==> config.mk <==
export PLATFORM = sky130hd
export DESIGN_NAME = gzip_pipe
export DESIGN_NICKNAME = d
export VERILOG_FILES = /design/src/rtl/gzip_pipe.sv
export SDC_FILE = /design/constraint.sdc
export NUM_CORES = 1
export LEC_CHECK = 0
export ABC_AREA = 1
export CORE_AREA = 4 4 102 104
export CTS_CLUSTER_DIAMETER = 100
export CTS_CLUSTER_SIZE = 24
export DETAILED_ROUTE_END_ITERATION = 8
export DIE_AREA = 0 0 106 108
export GPL_TIMING_DRIVEN = 1
export PLACE_DENSITY = 0.71
export SETUP_SLACK_MARGIN = 0.15
export SYNTH_ARGS = -nofsm -noshare
export SYNTH_HDL_FRONTEND = slang
export SYNTH_SLANG_ARGS = --single-unit
==> constraint.sdc <==
create_clock -name clock -period 2.7 [get_ports clock]
set_input_delay 0.54 -clock clock [delete_from_list [all_inputs] [get_ports clock]]
set_output_delay 0.54 -clock clock [all_outputs]
set_load 0.02 [all_outputs]
==> src/rtl/gzip_pipe.sv <==
// gzip_pipe: two-stage pipelined bit zip/unzip (generalised shuffle) unit.
//
// Stage operation S(N) swaps the two middle N-bit fields of every 4N-bit
// block. in_ctrl[i] (i >= 1) enables S(2^(i-1)); zip applies the enabled
// stages largest-N first, unzip smallest-N first. Stage s1 applies the first
// CW-3 stages of the sequence, stage s2 the last two.
//
// Configuration macro: GZIP_PIPE_UNZIP_EN
//   defined   -> in_ctrl[0] selects zip (0) / unzip (1)
//   undefined -> unzip logic absent, in_ctrl[0] ignored, always zip
//
// Ports:
//   clock, reset            rising-edge clock, async active-high reset
//   in_valid/in_ready       operation handshake (in_ready is combinational)
//   in_data [XLEN]          operand
//   in_ctrl [CW]            stage enables [CW-1:1], mode [0]
//   in_tag  [TAGW]          opaque tag returned with the result
//   out_valid/out_ready     result handshake
//   out_data [XLEN]         result (registered)
//   out_tag  [TAGW]         tag of the result (registered)
module gzip_pipe #(
    parameter int unsigned XLEN = 32,
    parameter int unsigned TAGW = 4,
    localparam int unsigned CW  = $clog2(XLEN)
) (
    input  logic            clock,
    input  logic            reset,
    input  logic            in_valid,
    output logic            in_ready,
    input  logic [XLEN-1:0] in_data,
    input  logic [CW-1:0]   in_ctrl,
    input  logic [TAGW-1:0] in_tag,
    output logic            out_valid,
    input  logic            out_ready,
    output logic [XLEN-1:0] out_data,
    output logic [TAGW-1:0] out_tag
);

    localparam int unsigned NSTG = CW - 1;   // total stage count
    localparam int unsigned S1N  = CW - 3;   // stages handled in s1

    // S(2^k): swap the middle two fields of each 4N-bit block using masks
    function automatic logic [XLEN-1:0] swap_mid(input logic [XLEN-1:0] d,
                                                 input int unsigned k);
        logic [XLEN-1:0] pat;
        logic [XLEN-1:0] lo_f;
        logic [XLEN-1:0] hi_f;
        int unsigned     n;
        n    = 32'd1 << k;
        pat  = (XLEN'(1) << n) - XLEN'(1);
        lo_f = '0;
        for (int unsigned b = 0; b < XLEN; b += 4 * n) begin
            lo_f |= pat << (b + n);
        end
        hi_f = lo_f << n;
        return (d & ~(lo_f | hi_f)) | ((d >> n) & lo_f) | ((d << n) & hi_f);
    endfunction

    logic            in_mode;
    logic            s1_mode;
    logic            s1_valid;
    logic [XLEN-1:0] s1_data;
    logic [1:0]      s1_en2;
    logic [TAGW-1:0] s1_tag;
    logic [XLEN-1:0] s1_d;
    logic [1:0]      en2_d;
    logic [XLEN-1:0] s2_d;
    logic            s1_load;
    logic            s2_load;

`ifdef GZIP_PIPE_UNZIP_EN
    assign in_mode = in_ctrl[0];

    always_ff @(posedge clock or posedge reset) begin
        if (reset) begin
            s1_mode <= 1'b0;
        end else if (s1_load) begin
            s1_mode <= in_mode;
        end
    end
`else
    logic unused_mode;
    assign unused_mode = in_ctrl[0];
    assign in_mode     = 1'b0;
    assign s1_mode     = 1'b0;
`endif

    // Elastic handshake: a stage may load whenever its content moves on
    assign s2_load  = !out_valid || out_ready;
    assign s1_load  = !s1_valid || s2_load;
    assign in_ready = s1_load;

    // s1 datapath; also picks which two enables s2 will need
    always_comb begin
        s1_d = in_data;
        if (in_mode) begin
            for (int k = 0; k < int'(S1N); k++) begin
                if (in_ctrl[k+1]) s1_d = swap_mid(s1_d, k);
            end
            en2_d = {in_ctrl[S1N+2], in_ctrl[S1N+1]};
        end else begin
            for (int k = int'(NSTG) - 1; k >= 2; k--) begin
                if (in_ctrl[k+1]) s1_d = swap_mid(s1_d, k);
            end
            en2_d = in_ctrl[2:1];
        end
    end

    // s2 datapath: en2[0] is the lower-N stage, en2[1] the higher one
    always_comb begin
        s2_d = s1_data;
        if (s1_mode) begin
            if (s1_en2[0]) s2_d = swap_mid(s2_d, S1N);
            if (s1_en2[1]) s2_d = swap_mid(s2_d, S1N + 1);
        end else begin
            if (s1_en2[1]) s2_d = swap_mid(s2_d, 1);
            if (s1_en2[0]) s2_d = swap_mid(s2_d, 0);
        end
    end

    // Pipeline registers
    always_ff @(posedge clock or posedge reset) begin
        if (reset) begin
            s1_valid  <= 1'b0;
            s1_data   <= '0;
            s1_en2    <= '0;
            s1_tag    <= '0;
            out_valid <= 1'b0;
            out_data  <= '0;
            out_tag   <= '0;
        end else begin
            if (s1_load) begin
                s1_valid <= in_valid;
                s1_data  <= s1_d;
                s1_en2   <= en2_d;
                s1_tag   <= in_tag;
            end
            if (s2_load) begin
                out_valid <= s1_valid;
                out_data  <= s2_d;
                out_tag   <= s1_tag;
            end
        end
    end

endmodule
==> metrics.json <==
{
  "synth_largest_type_area_fraction_pct": 51.3,
  "hold_buffers": 0,
  "ant_nets": 0,
  "cts.sinks": 76,
  "placed_cells_incl_taps": 713,
  "synth_edf_count": 0,
  "layout.core_utilization_pct": 50.9,
  "number_of_warning_messages_in_the_yosys_log": 0,
  "synthDistinctLibCells": 16,
  "required_time_of_the_critical_path_ns": 2.16,
  "power_frac_clock_pct": 29.5,
  "drt-vias-per-instance": 4.65,
  "wl_um": 9020,
  "synth_fp_nets": 562,
  "critical_path_class": "in2out",
  "min_clock_period_post_route_ns": 2.25,
  "num_vias": 3393,
  "ys_top_cells_by_area": "sky130_fd_sc_hd__dfrtp_1 51%, sky130_fd_sc_hd__nand2_1 28%, sky130_fd_sc_hd__nand3_1 4.3%",
  "initial_core_util_pct": 38.8,
  "maxSlewHeadroom_pct": 62.3,
  "report.final.slew_viol_count": 0,
  "detailed_route_drc_error_count": 0,
  "num-fill-cells": 978,
  "async_reset_ff_share_pct": 100,
  "design.core.area_um2": 9550,
  "rsz0062_at_grt": "no",
  "cts_max_level": 3,
  "primary_ff_master_synth": "sky130_fd_sc_hd__dfrtp_1",
  "synth_top_area_cell": "sky130_fd_sc_hd__dfrtp_1",
  "worst_hold_path_type": "reg2reg",
  "worstPathArrival_ns": 1.71,
  "cts_buffer_depth": 2,
  "cts_repair_resize_count": 0,
  "design_power_total_mw": 3.22,
  "syn2layout_area_growth_pct": 31.0,
  "clock.fmax_mhz": 444,
  "track_usage_pct": 16.2,
  "p_int_mw": 2.23,
  "tritoncts": "done",
  "multiInputGateArea_um2": 1480,
  "drt-pass1-iter-count": 6,
  "ff_latch_area_um2": 1900,
  "power.leakage_nw": 2.56,
  "globalRoute.totalOverflow": 0,
  "routabilityCongestion": 0.803,
  "drtIter0Drc": 189,
  "p_comb_share_pct": 26.4,
  "grt_pass1_vias": 3204,
  "top_level_ports": 83,
  "wire_length_of_the_first_global_routing_pass_um": 15000,
  "clk_root_buf": "sky130_fd_sc_hd__clkbuf_8",
  "worst_clock_skew_ns": 0.0118,
  "syn_inst": 517,
  "timing.max_cap.violations": 0,
  "finalHoldViolations": 0,
  "postSynthAreaPerCell_um2": 7.17,
  "part_of_the_total_power_dissipated_in_sequential_elements_pct": 44.0,
  "dp.final_hpwl_um": 6530,
  "p_sw_share_pct": 30.9,
  "cts.reportedPaths.clkPinSlew_ns": 0.07,
  "post_layout_nonfiller_instances": 729,
  "fp.dieH_um": 108,
  "placement.io_buffers": 81,
  "route.detailed.wl_per_inst_um": 12.4,
  "setup-tns-final_ns": 0,
  "timing.final.setup_violations": 0,
  "synth.ff_latch_count": 76,
  "path_max_fanout": 2,
  "final_layout_size_suffix_gt1_share_pct": 6.04,
  "x_dimension_of_the_die_um": 106,
  "combined_area_of_all_synthesized_cells_um2": 3710,
  "antenna_cells_inserted": 0,
  "grt_antenna_before_repair": 0,
  "start_kind": "input pin",
  "p_sw_mw": 0.995,
  "min_period_over_period_pct": 83.4,
  "yosysSeqAreaShare_pct": 51.3,
  "insertion_delay_ns": 0.34,
  "post_place_instance_area_um2": 4630,
  "max-vdd-ir-drop_v": 0.000269,
  "outcome": "finished clean",
  "critical_path.endpoint_type": "output port",
  "final_nets": 636,
  "postCtsSetupBuffers": 0,
  "pin_count_of_the_biggest_net_entering_global_routing": 49,
  "dieArea_um2": 11400,
  "fin_area_um2": 4860,
  "placementRows": 36,
  "powerDensity_nw_per_um2": 663,
  "worst_pin_slew_ns": 0.565,
  "cts_buffers": 9
}
cells by family after synthesis:
kind of cell    after synthesis  synth area share [%]
simple gates                335                  35.5
flops                        76                  51.3
buf+inv                      74                  8.70
compound gates               32                  4.52
power groups by stage:
stage          clock, mW  sequential [mW]  combinational, mW
2_1_floorplan          0             1.54              0.366
3_3_place_gp           0             1.43              0.842
3_5_place_dp           0             1.44              0.858
4_1_cts            0.974             1.42              0.861
5_1_grt             1.03             1.44              0.943
6_report           0.952             1.42              0.851
sequential cells by signal, indices dropped and copies added, names as in the netlist:
name / count
out_valid: 1
s1_en2: 2
out_data: 32
s1_data: 32
out_tag: 4
s1_valid: 1
s1_tag: 4
path summary, 6_finish.rpt:
path / end / slack [ns] / depth (start not counted) / start
min in group asynchronous: out_tag[3] / 0.57 / 2 / reset
max in group asynchronous: s1_data[18] / 1.58 / 3 / reset
setup / recovery: in_ready / 0.45 / 4 / out_ready
hold / removal: out_data[0] / 0.48 / 2 / out_data[0]
setup reg to reg: s1_valid / 1.00 / 4 / out_valid
hold reg to reg: out_data[0] / 0.48 / 2 / out_data[0]
final cells by class:
cell class / instances / share of cell area, %
Tap cell: 133 / 3.43
Multi-Input combinational cell: 367 / 30.6
Sequential cell: 76 / 39.2
Clock buffer: 10 / 2.83
Inverter: 47 / 3.63
Clock inverter: 6 / 1.80
Timing Repair Buffer: 90 / 18.6
stage by stage:
stage | hold slack [ns] | setup slack [ns]
floorplan | 0.442 | 0.222
global placement | 0.456 | 0.387
detailed placement | 0.458 | 0.358
CTS | 0.478 | 0.441
global route | 0.501 | 0.399
finish | 0.476 | 0.448
cells in the final DEF, fill, tap and decap left out:
cell type                           n
sky130_fd_sc_hd__nand3_2            1
sky130_fd_sc_hd__clkdlybuf4s50_1   81
sky130_fd_sc_hd__buf_4              7
sky130_fd_sc_hd__inv_2              6
sky130_fd_sc_hd__o21ai_1            7
sky130_fd_sc_hd__or2_2              4
sky130_fd_sc_hd__o21ai_0           22
sky130_fd_sc_hd__dfrtp_1           76
sky130_fd_sc_hd__clkinvlp_4         3
sky130_fd_sc_hd__clkinv_2           1
sky130_fd_sc_hd__buf_12             2
sky130_fd_sc_hd__inv_1             41
sky130_fd_sc_hd__or2_1              1
sky130_fd_sc_hd__nor2_1            16
sky130_fd_sc_hd__bufinv_16          2
sky130_fd_sc_hd__nand2_1          281
sky130_fd_sc_hd__clkbuf_8          10
sky130_fd_sc_hd__nand3_1           32
sky130_fd_sc_hd__o211ai_1           3
cell usage after synthesis (3+ instances only):
library cell	number
sky130_fd_sc_hd__buf_2	21
sky130_fd_sc_hd__o21ai_1	7
sky130_fd_sc_hd__nor2_1	16
sky130_fd_sc_hd__inv_2	5
sky130_fd_sc_hd__nand3_1	32
sky130_fd_sc_hd__buf_4	3
sky130_fd_sc_hd__or2_2	4
sky130_fd_sc_hd__o21ai_0	22
sky130_fd_sc_hd__o211ai_1	3
sky130_fd_sc_hd__nand2_1	281
sky130_fd_sc_hd__inv_1	42
sky130_fd_sc_hd__dfrtp_1	76
worst max-delay path: stages:
cell and delay, ns:
sky130_fd_sc_hd__clkdlybuf4s50_1 0.46, sky130_fd_sc_hd__inv_1 0.05, sky130_fd_sc_hd__nand3_2 0.06, sky130_fd_sc_hd__clkdlybuf4s50_1 0.60
per-layer routing:
layer  up-vias  GRT usage (%)  part of all wire, %  wire length (um)
met5         -              0                    0                 0
met4         0           5.00                  1.2               110
met3         6           3.76                  5.4               484
met2        94           26.5                   47              4280
met1      1579           21.6                   46              4140
li1       1714              -                    -                 -
Note: power is estimated with default switching activity, not from simulation.
